`src/rtl/float16_pkg.sv`:
```
// rtl/float16_pkg.sv - shared binary16 constants, state and operand-class enums
package float16_pkg;

  localparam int          EXP_BIAS  = 15;
  localparam logic [15:0] QNAN      = 16'h7E00;
  localparam logic [15:0] POS_INF   = 16'h7C00;
  localparam int          DIV_STEPS = 13;

  typedef enum logic [1:0] {
    IDLE,
    DIV,
    ROUND,
    DONE
  } div_state_t;

  typedef enum logic [1:0] {
    CLS_ZERO,
    CLS_NORM,
    CLS_INF,
    CLS_NAN
  } fp_class_t;

endpackage

```
`src/rtl/float16_classify.sv`:
```
// rtl/float16_classify.sv - binary16 operand class decode (subnormals count as zero)
import float16_pkg::*;

module float16_classify (
  input  logic [14:0] mag,
  output fp_class_t   cls
);

  always_comb begin
    cls = CLS_NORM;
    if (mag[14:10] == 5'd0) begin
      cls = CLS_ZERO;
    end else if (mag[14:10] == 5'h1f) begin
      cls = (mag[9:0] == 10'd0) ? CLS_INF : CLS_NAN;
    end
  end

endmodule

```
`src/rtl/float16_div_seq.sv`:
```
// rtl/float16_div_seq.sv - sequential binary16 divider, one quotient bit per cycle
import float16_pkg::*;

module float16_div_seq #(
  parameter bit ROUND_NEAREST = 1'b1
) (
  input  logic        clk,
  input  logic        iRst,
  input  logic [15:0] iNum1,
  input  logic [15:0] iNum2,
  input  logic        iValid,
  output logic        oReady,
  output logic [15:0] oNum,
  output logic        oValid,
  input  logic        iReady,
  output logic        oOverflow,
  output logic        oInvalid,
  output logic        oDivZero
);

  div_state_t state, state_nxt;

  logic [15:0]        op_a, op_b;
  logic [11:0]        rem;
  logic [12:0]        quo;
  logic [3:0]         cnt;
  logic               rnd_step;
  logic [9:0]         mant_r;
  logic               g_r, r_r, s_r;
  logic signed [6:0]  exp_r;
  logic [15:0]        res_num;
  logic               res_ovf, res_inv, res_dz;

  fp_class_t          cls_a, cls_b;

  float16_classify u_cls_a (.mag(op_a[14:0]), .cls(cls_a));
  float16_classify u_cls_b (.mag(op_b[14:0]), .cls(cls_b));

  // Shared restoring step: the remainder never exceeds twice the divisor,
  // so a 12-bit difference plus borrow is enough.
  logic [10:0] mb;
  logic [12:0] sub;
  logic        borrow;
  logic [11:0] rem_base;

  assign mb       = {1'b1, op_b[9:0]};
  assign sub      = {1'b0, rem} - {2'b00, mb};
  assign borrow   = sub[12];
  assign rem_base = borrow ? rem : sub[11:0];

  logic              sign;
  logic              inc;
  logic [10:0]       mant_sum;
  logic signed [6:0] exp_f;
  logic [15:0]       pk_num;
  logic              pk_ovf, pk_inv, pk_dz;

  assign sign     = op_a[15] ^ op_b[15];
  assign inc      = ROUND_NEAREST && g_r && (r_r || s_r || mant_r[0]);
  assign mant_sum = {1'b0, mant_r} + {10'd0, inc};
  assign exp_f    = exp_r + {6'd0, mant_sum[10]};

  always_comb begin
    pk_num = {sign, 15'd0};
    pk_ovf = 1'b0;
    pk_inv = 1'b0;
    pk_dz  = 1'b0;
    if (cls_a == CLS_NAN || cls_b == CLS_NAN ||
        (cls_a == CLS_ZERO && cls_b == CLS_ZERO) ||
        (cls_a == CLS_INF && cls_b == CLS_INF)) begin
      pk_num = QNAN;
      pk_inv = 1'b1;
    end else if (cls_a == CLS_INF) begin
      pk_num = POS_INF | {sign, 15'd0};
    end else if (cls_b == CLS_ZERO) begin
      pk_num = POS_INF | {sign, 15'd0};
      pk_dz  = 1'b1;
    end else if (cls_b == CLS_INF || cls_a == CLS_ZERO) begin
      pk_num = {sign, 15'd0};
    end else if (exp_f >= 7'sd31) begin
      pk_num = POS_INF | {sign, 15'd0};
      pk_ovf = 1'b1;
    end else if (exp_f <= 7'sd0) begin
      pk_num = {sign, 15'd0};
    end else begin
      pk_num = {sign, exp_f[4:0], mant_sum[9:0]};
    end
  end

  always_ff @(posedge clk or posedge iRst) begin
    if (iRst) begin
      state <= IDLE;
    end else begin
      state <= state_nxt;
    end
  end

  always_comb begin
    state_nxt = state;
    oReady    = 1'b0;
    oValid    = 1'b0;
    oNum      = 16'd0;
    oOverflow = 1'b0;
    oInvalid  = 1'b0;
    oDivZero  = 1'b0;
    case (state)
      IDLE: begin
        oReady = 1'b1;
        if (iValid) state_nxt = DIV;
      end
      DIV: begin
        if (cnt == 4'(DIV_STEPS - 1)) state_nxt = ROUND;
      end
      ROUND: begin
        if (rnd_step) state_nxt = DONE;
      end
      DONE: begin
        oValid    = 1'b1;
        oNum      = res_num;
        oOverflow = res_ovf;
        oInvalid  = res_inv;
        oDivZero  = res_dz;
        if (iReady) state_nxt = IDLE;
      end
      default: state_nxt = IDLE;
    endcase
  end

  always_ff @(posedge clk or posedge iRst) begin
    if (iRst) begin
      op_a     <= 16'd0;
      op_b     <= 16'd0;
      rem      <= 12'd0;
      quo      <= 13'd0;
      cnt      <= 4'd0;
      rnd_step <= 1'b0;
      mant_r   <= 10'd0;
      g_r      <= 1'b0;
      r_r      <= 1'b0;
      s_r      <= 1'b0;
      exp_r    <= 7'sd0;
      res_num  <= 16'd0;
      res_ovf  <= 1'b0;
      res_inv  <= 1'b0;
      res_dz   <= 1'b0;
    end else begin
      case (state)
        IDLE: begin
          if (iValid) begin
            op_a     <= iNum1;
            op_b     <= iNum2;
            rem      <= {2'b01, iNum1[9:0]};
            quo      <= 13'd0;
            cnt      <= 4'd0;
            rnd_step <= 1'b0;
          end
        end
        DIV: begin
          quo <= {quo[11:0], ~borrow};
          rem <= rem_base << 1;
          cnt <= cnt + 4'd1;
        end
        ROUND: begin
          // First ROUND cycle normalises; second rounds and packs the result.
          if (!rnd_step) begin
            rnd_step <= 1'b1;
            s_r      <= (rem != 12'd0);
            if (quo[12]) begin
              mant_r <= quo[11:2];
              g_r    <= quo[1];
              r_r    <= quo[0];
            end else begin
              mant_r <= quo[10:1];
              g_r    <= quo[0];
              r_r    <= 1'b0;
            end
            exp_r <= {2'b00, op_a[14:10]} - {2'b00, op_b[14:10]} + 7'(EXP_BIAS)
                     - {6'd0, ~quo[12]};
          end else begin
            res_num <= pk_num;
            res_ovf <= pk_ovf;
            res_inv <= pk_inv;
            res_dz  <= pk_dz;
          end
        end
        default: ;
      endcase
    end
  end

endmodule
```
`config.mk`:
```
export PLATFORM = sky130hd
export DESIGN_NAME = float16_div_seq
export DESIGN_NICKNAME = d
export VERILOG_FILES = /design/src/rtl/float16_pkg.sv /design/src/rtl/float16_classify.sv /design/src/rtl/float16_div_seq.sv
export SDC_FILE = /design/constraint.sdc
export NUM_CORES = 1
export LEC_CHECK = 0
export ABC_AREA = 1
export ABC_CLOCK_PERIOD_IN_PS = 3530
export CAP_MARGIN = 20
export CORE_MARGIN = 2
export CORE_UTILIZATION = 52
export DETAILED_ROUTE_END_ITERATION = 8
export PLACE_DENSITY = 0.76
export SYNTH_ARGS = -nofsm -noshare
export SYNTH_HDL_FRONTEND = slang
export SYNTH_SLANG_ARGS = --single-unit
```
`constraint.sdc`:
```
create_clock -name clk -period 3.53 [get_ports clk]
set_input_delay 0.706 -clock clk [delete_from_list [all_inputs] [get_ports clk]]
set_output_delay 0.706 -clock clk [all_outputs]
set_load 0.005 [all_outputs]
```
# Word-level counts from Yosys, hierarchy flattened
# Cells that the tools add are included.
[word_totals]
ff_bits = 103
output_inout_bits = 21
wordCells = 112
[classes]
n_addsub = 7
magnitude_cmp = 2
n_eq_ne = 14
mux = 44
bitwise = 4
n_reduce_logical = 25
[ops]
columns = ["cell", "count"]
rows = [
  ["two-way mux 15 bit", 5],
  ["two-way mux 16 bit", 2],
  ["one-hot mux 13 bit (2 select lines)", 1],
  ["one-hot mux 12 bit (2 select lines)", 1],
  ["zero test 10 bit", 2],
  ["two-way mux 1 bit", 19],
  ["two-way mux 2 bit", 8],
  ["two-way mux 13 bit", 1],
  ["subtractor 12 x 11 -> 13 bit", 1],
  ["equality test 2 bit (second input constant)", 6],
  ["two-way mux 12 bit", 1],
  ["nonzero test 12 bit", 1],
  ["adder 10 x 1 -> 11 bit", 1],
  ["two-way mux 11 bit", 1],
  ["equality test 5 bit (second input constant)", 2],
  ["zero test 5 bit", 2],
  ["two-way mux 10 bit", 1],
  ["AND reduction 2 bit", 5],
  ["!= test 2 bit (second input constant)", 4],
  ["one-hot mux 2 bit (4 select lines)", 1],
  ["one-hot mux 4 bit (2 select lines)", 1],
  ["adder 6 x 5 -> 7 bit (second input constant)", 1],
  ["adder 7 x 1 -> 7 bit", 1],
  [">= comparator 7 x 6 -> 1 bit (second input constant)", 1],
  ["15 further kinds", 27],
]

# Longest topological paths before layout
# Gate-level depths: netlist of run 1.
[depth]
ltp_word = 12
depth_mapped = 21

# By module
# From an unflattened synthesis of run 1, not the netlist that was laid out.
[unflattened]
hier_cells = 791
hier_area_um2 = 6032.0
[modules_own_cells]
columns = ["module", "n_inst", "cells_each", "area_each_um2", "seq_area_each_um2"]
rows = [
  ["float16_div_seq", 1, 757, 5871.9, 2577.5],
  ["float16_classify", 2, 17, 80.1, 0.0],
]

# Worst setup path before layout of run 1
# No wires, ideal clock.
[synth_path]
kind = "flip-flop to flip-flop"
startpoint = "reg g_r"
endpoint = "reg res_num[2]"
setup_time_ns = 0.066
arrival_time_ns = 2.511
setup_slack_ns = 0.953
stages_incl_launch_ff = 22
period_less_slack_ns = 2.577
cell_sequence = "dfrtp_1 nand2_1 inv_1 ha_1 nand2_1 nor2_1 nand3_1 nor2_1 nand3_1 nor2_1 ha_1 ha_1 nand2_2 nor2_2 nand2_1 nand2_1 nand3_1 nor2_2 nand2_2 nor2_4 nand3_1 nand2_1"
[synth_between]
elab_chain_cells = 10
elab_cells_between_ends = 11
[synth_lines]
columns = ["element", "line", "source"]
rows = [
  ["start, declared", "float16_div_seq.sv:29", "logic g_r, r_r, s_r;"],
  ["start signal, assigned", "float16_div_seq.sv:170", "g_r <= quo[1];"],
  ["start signal, assigned", "float16_div_seq.sv:174", "g_r <= quo[0];"],
  ["logical AND 1 bit *", "float16_div_seq.sv:59", "assign inc = ROUND_NEAREST && g_r && (r_r || s_r || mant_r[0]);"],
  ["adder 10 x 1 -> 11 bit *", "float16_div_seq.sv:60", "assign mant_sum = {1'b0, mant_r} + {10'd0, inc};"],
  ["adder 7 x 1 -> 7 bit", "float16_div_seq.sv:61", "assign exp_f = exp_r + {6'd0, mant_sum[10]};"],
  ["<= comparator 7 x 1 -> 1 bit", "float16_div_seq.sv:83", "end else if (exp_f <= 7'sd0) begin"],
  ["two-way mux 15 bit", "float16_div_seq.sv:83", ""],
  ["two-way mux 15 bit *", "float16_div_seq.sv:80", "end else if (exp_f >= 7'sd31) begin"],
  ["two-way mux 15 bit *", "float16_div_seq.sv:78", "end else if (cls_b == CLS_INF || cls_a == CLS_ZERO) begin"],
  ["two-way mux 15 bit *", "float16_div_seq.sv:75", "end else if (cls_b == CLS_ZERO) begin"],
  ["two-way mux 15 bit *", "float16_div_seq.sv:73", "end else if (cls_a == CLS_INF) begin"],
  ["two-way mux 16 bit *", "float16_div_seq.sv:68", "if (cls_a == CLS_NAN || cls_b == CLS_NAN ||"],
  ["end signal, assigned", "float16_div_seq.sv:180", "res_num <= pk_num;"],
  ["end, declared", "float16_div_seq.sv:31", "logic [15:0] res_num;"],
]
# Every way passes the cells marked *; elsewhere a longest branch is shown, timed or not.
# A chain may end at the register's enable or synchronous reset.

# Final worst setup path of run 1
[layout_path]
startpoint = "reg g_r"
endpoint = "reg res_num[6]"
# The elaborated chain is that of the path after synthesis.

==> flow_metrics.tcl, run 1 <==
set metrics [dict create \
    post_synth_inst_count 806 \
    buffer_ports.inserted 56 \
    gpl.final_weighted_congestion 0.904 \
    worstHoldPathType "reg2reg" \
    status "complete, no violations" \
    placed_area_um2 6700 \
    worst_pin_slew_ps 749 \
    fillCellCount 1022 \
    post_cts.resized_instances 0 \
    antenna_cells 0 \
    synthToLayoutAreaGrowth_pct 16.9 \
    dominant_cell_type_by_count_on_the_critical_path "sky130_fd_sc_hd__nand2_1" \
    design.die.area_um2 12400 \
    post-route-drc-count 0 \
    grt_max_degree 73 \
    timing.final.crit_share_pct 85.3 \
    ir_drop_worst_vdd_mv 0.586 \
    numClockSinks 103 \
    clk_root_buffer_cell "sky130_fd_sc_hd__clkbuf_16" \
    path_class "reg2reg" \
    maxCapViolations 0 \
    finalWorstPathRequiredPeriod_ps 3010 \
    gr-usage-all-layers_pct 22.8 \
    final.setup_skew_ps 7.48 \
    timing_hold_violations_final 0 \
    clk_latency_worst_skew_pair_ps 350 \
    hpwl_mm 10.2 \
    grt_setup_unrepaired "false" \
    yosysSeqAreaShare_pct 43.1 \
    hold-path-cell-count 2 \
    clkSlewWorstSetupHoldPaths_ps 70 \
    worstPathRequired_ps 3810 \
    totalWireLength_mm 13.8 \
    timing.critical_path.from_type "register" \
    cts_tree "done" \
    static-leakage-power_nw 3.63 \
    final_area_um2 7000 \
    tritoncts.num_buffers 9 \
    clock_path_buffers 2 \
    post_cts.repair.setup_buffers 0 \
    cts_htree_levels 3 \
    place_ws_ps 579 \
    floorplan_die_width_um 111 \
    syn-mean-instance-area_um2 7.43 \
    ioPinCount 57 \
    initial_antenna_violation_count 0 \
    crit_family "simple AND/OR/NAND/NOR gates" \
    critical-path-slowest-cell "sky130_fd_sc_hd__dfrtp_1" \
    crit_buf_inv 1 \
    timing.critical_path.arrival_ps 3290 \
    viasPerCell 5.31 \
    mostFrequentLayoutCell "sky130_fd_sc_hd__nand2_1" \
    initial_utilization_pct 52.9 \
    worst_setup_path_end_kind "register" \
    fin_setup_tns_ps 0 \
    cellPowerDensity_nw_per_um2 1000 \
    drive_above_1_share_pct 4.30 \
    synthesized_nets 874 \
    number_of_global_route_vias_before_repair 5238 \
    routed_wire_length_per_instance_um 13.7 \
    grt_first_pass_wirelength_mm 23.3 \
    ys_seq_elements 103 \
    ctsHoldBuffers 0 \
    critical_path.max_stage_delay_ps 360 \
    report.final.slew_viol_count 0 \
    critical_path_depth 21 \
    syn-cell-area_um2 5990 \
    max_clock_freq_mhz 332 \
    synthDistinctLibCells 36 \
    worst-r2r-cell-count 21 \
    global_route.overflow_total 0 \
    commonest_cells_after_routing_fill_and_taps_aside "sky130_fd_sc_hd__nand2_1 (227), sky130_fd_sc_hd__inv_1 (127), sky130_fd_sc_hd__dfrtp_1 (103)" \
    dr.pass1.iters 5 \
    vias 5333 \
    placementRows 39 \
    die_h_um 111 \
    finalWorstSetupSlack_ps 520 \
    drt.antenna.violating_nets 0 \
    cell_by_cell_listing_of_the_critical_path "nand2_1 -> inv_1 -> ha_1 -> nand2_1 -> nor2_1 -> nand3_1 -> nor2_1 -> nand3_1 -> nor2_1 -> ha_1 -> ha_1 -> nand2_2 -> nor2_2 -> nand2_1 -> nand2_1 -> nand3_1 -> nor2_2 -> nand2_2 -> nor2_4 -> nand3_1 -> nand2_1" \
    critical_path_peak_fanout 10 \
    yosysWarningCount 0 \
    maxSlewHeadroom_pct 50.0 \
    core_area_um2 11300 \
    finalSetupViolCount 0 \
    nNetsFinal 925 \
    initialDrtViolationCount 304 \
]
[worst register-to-register path, delay by kind of cell, from the launching register on]
kind | cells | cell delay, ps
AND/OR/NAND/NOR | 17 | 1880
buffers and inverters | 1 | 120
adder cells (fa/ha/maj) | 3 | 590
flip-flops | 1 | 360
[cell families (layout without fill, tap and decap cells)]
logic type / count (synthesis) / in the layout / synth area share, %
buffers and inverters: 152 / 207 / 9.74
XOR/XNOR: 12 / 12 / 1.76
flip-flops: 103 / 103 / 43.1
AO/OA/AOI/OAI: 119 / 119 / 10.7
adder cells (fa/ha/maj): 32 / 32 / 7.06
AND/OR/NAND/NOR: 388 / 388 / 27.7
[final cells by class]
type,instances,area [um2],area share [%]
Clock buffer,11,243,3.47
Clock inverter,4,55.1,0.787
Inverter,131,494,7.06
Multi-Input combinational cell,551,2830,40.4
Sequential cell,103,2580,36.8
Tap cell,143,179,2.56
Timing Repair Buffer,61,623,8.90
[per-stage QoR]
stage,hold WS (ps),std cells,total power [mW],util [%]
2_1_floorplan,441,806,4.97,-
3_3_place_gp,459,989,5.79,59.2
3_5_place_dp,466,989,5.93,59.2
4_1_cts,483,1004,6.98,61.8
5_1_grt,494,1004,7.69,61.8
6_report,483,1004,7.00,61.8
[synthesized netlist by cell type]
library cell               instances  area share (%)
sky130_fd_sc_hd__nor3_1            4            0.33
sky130_fd_sc_hd__fa_1              3             1.0
sky130_fd_sc_hd__nand3_1          55             4.6
sky130_fd_sc_hd__nand3_2           1            0.17
sky130_fd_sc_hd__inv_1           128             8.0
sky130_fd_sc_hd__o22ai_1          13             1.4
sky130_fd_sc_hd__o21bai_1          2            0.25
sky130_fd_sc_hd__a22oi_1           5            0.63
sky130_fd_sc_hd__clkbuf_4          1            0.13
sky130_fd_sc_hd__nor2_1           65             4.1
sky130_fd_sc_hd__nor2_2            2            0.21
sky130_fd_sc_hd__or2_2             5            0.52
sky130_fd_sc_hd__xor2_1           11             1.6
sky130_fd_sc_hd__clkinv_1          2            0.13
sky130_fd_sc_hd__o221ai_1          1            0.15
sky130_fd_sc_hd__nand3_4           1            0.29
sky130_fd_sc_hd__o21ai_1           1           0.084
sky130_fd_sc_hd__inv_2             1           0.063
sky130_fd_sc_hd__nand4_1          16             1.7
sky130_fd_sc_hd__a21oi_1          48             4.0
sky130_fd_sc_hd__dfrtp_1         103              43
sky130_fd_sc_hd__nand2_2           4            0.42
sky130_fd_sc_hd__nand2_1         227              14
sky130_fd_sc_hd__a21oi_2           1            0.15
sky130_fd_sc_hd__clkbuf_1         18             1.1
sky130_fd_sc_hd__buf_6             1            0.19
sky130_fd_sc_hd__nor4_1            2            0.21
sky130_fd_sc_hd__nand3b_1          4            0.50
sky130_fd_sc_hd__buf_2             1           0.084
sky130_fd_sc_hd__xnor2_1           1            0.15
sky130_fd_sc_hd__o21ai_0          46             3.8
sky130_fd_sc_hd__o31ai_1           1            0.13
sky130_fd_sc_hd__ha_1             29             6.1
sky130_fd_sc_hd__nor3_4            1            0.27
sky130_fd_sc_hd__nor2_4            1            0.19
sky130_fd_sc_hd__a31oi_1           1            0.10
[final timing paths]
path                       slack, ps          to     from
hold reg to reg                  480     op_a[7]  op_a[7]
setup / recovery                 520  res_num[6]      g_r
setup reg to reg                 520  res_num[6]      g_r
min in group asynchronous        710  res_num[1]     iRst
max in group asynchronous       2100      rem[4]     iRst
hold / removal                   480     op_a[7]  op_a[7]
[layer usage]
| layer | vias up | track usage (%) | part of all wire (%) |
|---|---|---|---|
| li1 | 2666 | - | - |
| met1 | 2525 | 30.0 | 45 |
| met2 | 127 | 38.4 | 49 |
| met3 | 15 | 4.54 | 4.5 |
| met4 | 0 | 6.83 | 1.2 |
| met5 | - | 0 | 0 |
[report_power, final]
group,internal (mW),leakage (nW),switching [mW]
clock,0.569,0.142,0.437
sequential,1.71,1.28,0.402
combinational,1.46,2.21,2.42
total,3.74,3.63,3.26
[registers in the layout, indices dropped and copies added (netlist names)]
signal,cells
res_ovf,1
rnd_step,1
op_b,16
g_r,1
op_a,16
res_inv,1
state,2
res_dz,1
mant_r,10
r_r,1
rem,12
exp_r,7
res_num,16
cnt,4
s_r,1
quo,13
Power figures use the tool's default switching activity.
==> run 2: changes to the inputs <==
--- a/config.mk
+++ b/config.mk
@@ -11,6 +11,7 @@
 export CORE_MARGIN = 2
 export CORE_UTILIZATION = 52
 export DETAILED_ROUTE_END_ITERATION = 8
+export MAX_ROUTING_LAYER = met4
 export PLACE_DENSITY = 0.76
 export SYNTH_ARGS = -nofsm -noshare
 export SYNTH_HDL_FRONTEND = slang
==> flow_metrics.tcl, run 2 (synthesis gave the netlist of run 1 again) <==
set metrics [dict create \
    global_route.overflow_total 0 \
    routed_wire_length_per_instance_um 13.5 \
    drt.antenna.violating_nets 0 \
    clk_root_buffer_cell "sky130_fd_sc_hd__clkbuf_16" \
    maxCapViolations 0 \
    final.setup_skew_ps 8.27 \
    post_cts.repair.setup_buffers 0 \
    gpl.final_weighted_congestion 0.906 \
    cellPowerDensity_nw_per_um2 990 \
    grt_setup_unrepaired "false" \
    clk_latency_worst_skew_pair_ps 350 \
    vias 5266 \
    design.die.area_um2 12400 \
    critical_path_peak_fanout 10 \
    path_class "reg2reg" \
    largestRegisters "op_a: 16 flops, op_b: 16 flops, res_num: 16 flops" \
    dominant_cell_type_by_count_on_the_critical_path "sky130_fd_sc_hd__nand2_1" \
    commonest_cells_after_routing_fill_and_taps_aside "sky130_fd_sc_hd__nand2_1 (227), sky130_fd_sc_hd__inv_1 (127), sky130_fd_sc_hd__dfrtp_1 (103)" \
    timing.final.crit_share_pct 85.6 \
    nNetsFinal 928 \
    regToRegStartpoint "g_r" \
    mostFrequentLayoutCell "sky130_fd_sc_hd__nand2_1" \
    tritoncts.num_buffers 9 \
    worstPathRequired_ps 3820 \
    hpwl_mm 10.4 \
    post-route-drc-count 0 \
    grt_max_degree 51 \
    worst_setup_path_end_kind "register" \
    worst-r2r-cell-count 21 \
    ioPinCount 57 \
    report.final.slew_viol_count 0 \
    ir_drop_worst_vdd_mv 0.546 \
    timing.critical_path.arrival_ps 3310 \
    initialDrtViolationCount 280 \
    placementRows 39 \
    synthToLayoutAreaGrowth_pct 16.4 \
    fin_setup_tns_ps 0 \
    ctsHoldBuffers 0 \
    critical_path.max_stage_delay_ps 360 \
    max_clock_freq_mhz 331 \
    core_area_um2 11300 \
    post_cts.resized_instances 0 \
    clkSlewWorstSetupHoldPaths_ps 70 \
    viasPerCell 5.22 \
    timing.critical_path.from_type "register" \
    maxSlewHeadroom_pct 50.3 \
    numClockSinks 103 \
    cts_htree_levels 3 \
    r2r_path_end "res_num[5]" \
    cts_tree "done" \
    finalWorstPathRequiredPeriod_ps 3020 \
    initial_antenna_violation_count 0 \
    worstHoldPathType "reg2reg" \
    post_route_worst_hold_slack_ps 482 \
    worst_hold_startpoint "res_inv" \
    clock_path_buffers 2 \
    buffer_ports.inserted 56 \
    dr.pass1.iters 7 \
    grt_first_pass_wirelength_mm 23.2 \
    timing_hold_violations_final 0 \
    die_h_um 111 \
    min_to "res_inv" \
    static-leakage-power_nw 3.63 \
    status "complete, no violations" \
    finalSetupViolCount 0 \
    worst-r2r-setup-slack_ps 510 \
    cell_by_cell_listing_of_the_critical_path "nand2_1 -> inv_1 -> ha_1 -> nand2_1 -> nor2_1 -> nand3_1 -> nor2_1 -> nand3_1 -> nor2_1 -> ha_1 -> ha_1 -> nand2_2 -> nor2_2 -> nand2_1 -> nand2_1 -> nand3_1 -> nor2_2 -> nand2_2 -> nor2_4 -> nand3_1 -> nand2_1" \
    number_of_global_route_vias_before_repair 5157 \
    floorplan_die_width_um 111 \
    antenna_cells 0 \
    totalWireLength_mm 13.7 \
    critical-path-slowest-cell "sky130_fd_sc_hd__dfrtp_1" \
    initial_utilization_pct 52.9 \
    hold-path-cell-count 2 \
    gr-usage-all-layers_pct 23.6 \
    worst_pin_slew_ps 746 \
    fillCellCount 1026 \
    timing.critical_path.from "g_r" \
    drive_above_1_share_pct 4.51 \
]
-- run 2: final cells by class --
| type | instances | area [um2] | area share [%] |
|---|---|---|---|
| clock buffers | 12 | 236 | 3.39 |
| inverters | 131 | 494 | 7.09 |
| well taps | 143 | 179 | 2.57 |
| clock inverters | 4 | 22.5 | 0.323 |
| repair buffers | 64 | 633 | 9.08 |
| multi-input cells | 551 | 2830 | 40.6 |
| flip-flops and latches | 103 | 2580 | 37.0 |
-- run 2: layer usage --
layer  wire length (um)  vias to the layer above  share of wire, %  GRT usage, %
met5                  0                        -                 0             -
met4                240                        0               1.8          7.24
met3                483                       21               3.5          4.70
met2               6540                      103                48          39.1
met1               6390                     2473                47          29.5
li1                   -                     2669                 -             -
-- run 2: worst max path at each step --
stage,cells after the start,slack [ps],end
3_5_place_dp,21,540,res_num[2]
5_1_grt,21,80,res_num[2]
3_3_place_gp,21,740,res_num[2]
4_1_cts,21,530,res_num[7]
6_report,21,510,res_num[5]
2_1_floorplan,1,120,cnt[0]
-- run 2: power breakdown --
group,internal (mW),total (mW),switching [mW]
Clock,0.476,0.908,0.432
Sequential,1.71,2.12,0.406
Combinational,1.47,3.87,2.40
-- run 2: critical path: cells and delay by family, from the launching register on --
| kind | cells | cell delay [ps] |
|---|---|---|
| buf+inv | 1 | 110 |
| simple gates | 17 | 1870 |
| fa+ha+maj | 3 | 600 |
| flops | 1 | 360 |
-- run 2: through the flow --
stage	utilization, %	area, um2	total power, mW	cells	setup WS, ps
6_report	61.6	6970	6.90	1008	509
5_1_grt	61.6	6970	7.58	1008	79.1
4_1_cts	61.6	6970	6.89	1008	533
3_5_place_dp	59.3	6710	5.94	992	538
3_3_place_gp	59.3	6710	5.80	992	736
2_1_floorplan	-	5990	4.97	806	120
